**src/rtl/parking_gate_controller.sv**
```systemverilog
// Single-lane parking occupancy controller: synchronises the entry/exit sensors,
// arbitrates admissions against capacity and sequences the barrier gate.
module parking_gate_controller #(
    parameter int unsigned CAPACITY    = 15,
    parameter int unsigned GATE_CYCLES = 8
) (
    input  logic       clk,
    input  logic       rst_n,
    input  logic       enter_sensor,
    input  logic       exit_sensor,
    output logic [3:0] occupancy,
    output logic       gate_open,
    output logic       enter_grant,
    output logic       exit_grant,
    output logic       reject,
    output logic       full,
    output logic       empty,
    output logic       busy
);

    localparam int unsigned OCC_W   = 4;
    localparam int unsigned TIMER_W = (GATE_CYCLES > 1) ? $clog2(GATE_CYCLES) : 1;

    typedef enum logic [1:0] {
        IDLE       = 2'd0,
        ENTER_OPEN = 2'd1,
        EXIT_OPEN  = 2'd2
    } state_t;

    state_t               state;
    state_t               state_next;
    logic [TIMER_W-1:0]   timer;
    logic [TIMER_W-1:0]   timer_next;
    logic [OCC_W-1:0]     occ_next;
    logic                 pend_enter;
    logic                 pend_enter_next;
    logic                 pend_exit;
    logic                 pend_exit_next;
    logic                 enter_grant_next;
    logic                 exit_grant_next;
    logic                 reject_next;

    logic                 enter_s1;
    logic                 enter_s2;
    logic                 enter_prev;
    logic                 exit_s1;
    logic                 exit_s2;
    logic                 exit_prev;
    logic                 enter_evt;
    logic                 exit_evt;
    logic                 req_enter;
    logic                 req_exit;
    logic                 has_room;
    logic                 has_car;

    // Two-flop synchronisers plus edge-history flops for both sensors
    always_ff @(posedge clk or negedge rst_n) begin
        if (!rst_n) begin
            enter_s1   <= 1'b0;
            enter_s2   <= 1'b0;
            enter_prev <= 1'b0;
            exit_s1    <= 1'b0;
            exit_s2    <= 1'b0;
            exit_prev  <= 1'b0;
        end else begin
            enter_s1   <= enter_sensor;
            enter_s2   <= enter_s1;
            enter_prev <= enter_s2;
            exit_s1    <= exit_sensor;
            exit_s2    <= exit_s1;
            exit_prev  <= exit_s2;
        end
    end

    assign enter_evt = enter_s2 & ~enter_prev;
    assign exit_evt  = exit_s2 & ~exit_prev;
    assign req_enter = enter_evt | pend_enter;
    assign req_exit  = exit_evt | pend_exit;
    assign has_room  = (occupancy < OCC_W'(CAPACITY));
    assign has_car   = (occupancy != '0);

    // Next-state, arbitration and pulse decode
    always_comb begin
        state_next       = state;
        timer_next       = timer;
        occ_next         = occupancy;
        pend_enter_next  = pend_enter;
        pend_exit_next   = pend_exit;
        enter_grant_next = 1'b0;
        exit_grant_next  = 1'b0;
        reject_next      = 1'b0;

        case (state)
            IDLE: begin
                if (req_exit && has_car) begin
                    occ_next        = occupancy - OCC_W'(1);
                    exit_grant_next = 1'b1;
                    pend_exit_next  = 1'b0;
                    pend_enter_next = req_enter;
                    timer_next      = TIMER_W'(GATE_CYCLES - 1);
                    state_next      = EXIT_OPEN;
                end else if (req_enter && has_room) begin
                    occ_next         = occupancy + OCC_W'(1);
                    enter_grant_next = 1'b1;
                    pend_enter_next  = 1'b0;
                    pend_exit_next   = 1'b0;
                    timer_next       = TIMER_W'(GATE_CYCLES - 1);
                    state_next       = ENTER_OPEN;
                end else begin
                    // Full-lot entry is refused; an exit from an empty lot is dropped silently
                    reject_next     = req_enter;
                    pend_enter_next = 1'b0;
                    pend_exit_next  = 1'b0;
                end
            end
            ENTER_OPEN, EXIT_OPEN: begin
                pend_enter_next = pend_enter | enter_evt;
                pend_exit_next  = pend_exit | exit_evt;
                if (timer == '0) begin
                    state_next = IDLE;
                end else begin
                    timer_next = timer - TIMER_W'(1);
                end
            end
            default: begin
                state_next = IDLE;
            end
        endcase
    end

    // State and registered outputs
    always_ff @(posedge clk or negedge rst_n) begin
        if (!rst_n) begin
            state       <= IDLE;
            timer       <= '0;
            occupancy   <= '0;
            pend_enter  <= 1'b0;
            pend_exit   <= 1'b0;
            gate_open   <= 1'b0;
            busy        <= 1'b0;
            enter_grant <= 1'b0;
            exit_grant  <= 1'b0;
            reject      <= 1'b0;
            full        <= 1'b0;
            empty       <= 1'b1;
        end else begin
            state       <= state_next;
            timer       <= timer_next;
            occupancy   <= occ_next;
            pend_enter  <= pend_enter_next;
            pend_exit   <= pend_exit_next;
            gate_open   <= (state_next != IDLE);
            busy        <= (state_next != IDLE);
            enter_grant <= enter_grant_next;
            exit_grant  <= exit_grant_next;
            reject      <= reject_next;
            full        <= (occ_next == OCC_W'(CAPACITY));
            empty       <= (occ_next == '0);
        end
    end

endmodule
```
**config.mk**
```make
export PLATFORM = sky130hd
export DESIGN_NAME = parking_gate_controller
export DESIGN_NICKNAME = d
export VERILOG_FILES = /design/src/rtl/parking_gate_controller.sv
export SDC_FILE = /design/constraint.sdc
export NUM_CORES = 1
export LEC_CHECK = 0
export CORE_MARGIN = 3
export CORE_UTILIZATION = 50
export CTS_CLUSTER_DIAMETER = 150
export DETAILED_ROUTE_END_ITERATION = 12
export PLACE_DENSITY_LB_ADDON = 0.12
export RECOVER_POWER = 25
export SETUP_SLACK_MARGIN = 0.4
export SLEW_MARGIN = 15
export SYNTH_ARGS = -nofsm -noshare
export SYNTH_HDL_FRONTEND = slang
export SYNTH_SLANG_ARGS = --single-unit
```
**constraint.sdc**
```tcl
create_clock -name clk -period 4.2 [get_ports clk]
set_clock_uncertainty 0.15 [all_clocks]
set_input_delay 1.26 -clock clk [delete_from_list [all_inputs] [get_ports clk]]
set_output_delay 1.26 -clock clk [all_outputs]
set_load 0.03 [all_outputs]
```
==> flow_summary.toml <==
[timing]
holdWs_ns = 0.219
max-slew-margin-rel = 0.310
fmax_mhz = 335
final_max_slew_viol_count = 0
final.setup.worst_slack_ns = 1.22
setup_viol = 0
fin_crit_sh = 0.710
final_hold_viol_count = 0
min_period_ns = 2.98
rsz0062_at_grt = "no"
tightest_slew_ns = 1.03
setup_tns_ns = 0

[setup_path]
crit_arrival_ns = 1.57
rr_startpoint = "occupancy[0]"
crit_chain = "clkdlybuf4s50_1"
cp.required_ns = 2.79
critPathLaunchType = "flop"
crit_fanout = 9
critPathKind = "flop to output port"
reg2reg_slack_ns = 1.78
rr_worst_depth = 6
reg2reg_to = "full"
critPathTopFamily = "buffers and inverters"
cp_slowest_cell = "clkdlybuf4s50_1"
cp-end-kind = "output port"
max_stage_delay_ns = 0.73
path_buf_inv = 1

[yosys]
ys_types = 41
ys_ff_latch = 23
yosys.area.top_type = "dfrtp_1"
syn_inst = 110
syn_area_per_cell_um2 = 10.8
synth.most_common_cell = "dfrtp_1"
synth-async-reset-ratio = 1.00
synth_seq_area_share = 0.487
synth_ff_type = "dfrtp_1"
synth.area.top_cells = "dfrtp_1 46%, ha_1 6.3%, o21ai_0 3.4%"
yosysWarnings = 0
synthesis.area_mm2 = 0.00118
synth.top_cell.area_share = 0.465
synth_edf_count = 0
synth_commonest_cells = "22 x dfrtp_1, 8 x inv_1, 8 x o21ai_0, 6 x ha_1, 6 x nor3_1"
syn-num-nets = 120

[routing]
drt_wl_total_um = 2380
vias = 908
drc_errors = 0
antenna_left = 0
via_per_inst = 5.97
drt_iter0_markers = 16
wl_per_cell_um = 15.7
dr.pass1.iters = 4

[power_and_ir_drop]
p_sw_uw = 518
cellInternalPower_uw = 585
p_leak_nw = 0.584
p_comb_frac = 0.573
power_frac_clock = 0.094
pwr-share-seq = 0.333
p_per_area_mw_per_mm2 = 819
swShare = 0.470
ir_worst_vdd_mv = 0.415

[min_path]
hold_depth = 0
min_to = "exit_s2"
hold_class = "flop to flop"
worstHoldStart = "exit_s1"

[grt]
antenna_found_initial = 0
grt_pass1_wl_um = 3810
overflow = 0
grt_pass1_vias = 876
grt_start_max_net_pins = 24
grt_use_total = 0.180

[clock_tree]
postCtsSetupBuffers = 0
htree_levels = 1
cts_root_buf = "clkbuf_4"
post_cts_resized = 0
clkLatencyLatePin_ns = 0.31
clkTransAtPathRegs_ns = 0.13
cts_hold_buf = 0
cts.path.max_buffers = 2
cts_tree = "built"
cts_sinks = 23
cts_buffers = 3

[status]
run_status = "finished, final reports clean"

[job]
drv_cap = 0

[cells_and_area]
drive_gt1_frac = 0.105
num_antenna_cells = 0
fin_cells = 152
syn_to_final_growth_pct = 13.6
final_nets = 135

[die]
die_h_um = 54.7
num_io_pins = 15
rows = 17
die_w_um = 54.7
start_util = 0.531
die-area_mm2 = 0.00299
core-area_mm2 = 0.00223

[placed_design]
place_congestion = 0.799
placed_cells = 148
hpwl_um = 1700
portBuffers = 14
dp_slack_ns = 1.50
## worst max-delay path by stage
stage            startpoint  cells after the start  slack, ns           end
2_1_floorplan          busy                      1       2.09     gate_open
3_3_place_gp          rst_n                      1       1.53  occupancy[0]
3_5_place_dp          rst_n                      1       1.50  occupancy[0]
4_1_cts        occupancy[3]                      1       1.21  occupancy[3]
5_1_grt        occupancy[3]                      1       1.15  occupancy[3]
6_report       occupancy[3]                      1       1.22  occupancy[3]
## power by group through the flow
stage	combinational [mW]	sequential [mW]	clock, mW
after CTS	0.646	0.367	0.107
after global routing	0.694	0.379	0.117
after floorplan	0.423	0.417	0
after detailed placement	0.642	0.371	0
after global placement	0.627	0.366	0
final	0.631	0.368	0.104
## layout by cell type (no fill, tap or decap), drive strengths merged, types with 5 or more instances in the layout
cell type,n
dfrtp,22
inv,9
a211oi,5
o21ai,9
nor3,6
nor2,5
ha,6
clkdlybuf4s50,12
## kinds of logic (layout without fill, tap and decap cells)
family | after synthesis | after routing | share of synthesized area
AOI/OAI and AO/OA | 40 | 40 | 0.260
and+or+nand+nor | 27 | 27 | 0.133
DFF | 23 | 23 | 0.487
buffers and inverters | 13 | 27 | 0.0496
adders and majority gates | 6 | 6 | 0.0634
xor gates and xnor gates | 1 | 1 | 0.00739
## state kept, by name (all words and copies together), names as in the netlist
| signal | flops |
|---|---|
| reject | 1 |
| enter_s1 | 1 |
| state | 2 |
| exit_s2 | 1 |
| enter_s2 | 1 |
| pend_enter | 1 |
| exit_prev | 1 |
| exit_s1 | 1 |
| timer | 3 |
| enter_prev | 1 |
| empty | 1 |
| busy | 1 |
| exit_grant | 1 |
| enter_grant | 1 |
| pend_exit | 1 |
| full | 1 |
| occupancy | 4 |
## metal layers
metal	vias to the layer above	wire length, um	track usage
met5	-	0	0
met4	0	22	0.0788
met3	4	132	0.0381
met2	31	1170	0.295
met1	441	1070	0.225
li1	432	-	-
## area by class of cell
cell class / instances / area, um2
Sequential cell: 23 / 577
Timing Repair Buffer: 14 / 140
Inverter: 9 / 33.8
Clock buffer: 4 / 26.3
Tap cell: 28 / 35.0
Fill cell: 207 / 887
Multi-Input combinational cell: 74 / 534
## through the flow
stage	cell area, um2	util	power, mW
detailed placement	1340	0.598	1.01
floorplan	1180	-	0.841
finish	1350	0.603	1.10
global placement	1340	0.598	0.993
global route	1350	0.603	1.19
CTS	1360	0.610	1.12
Power figures use the tool's default switching activity.
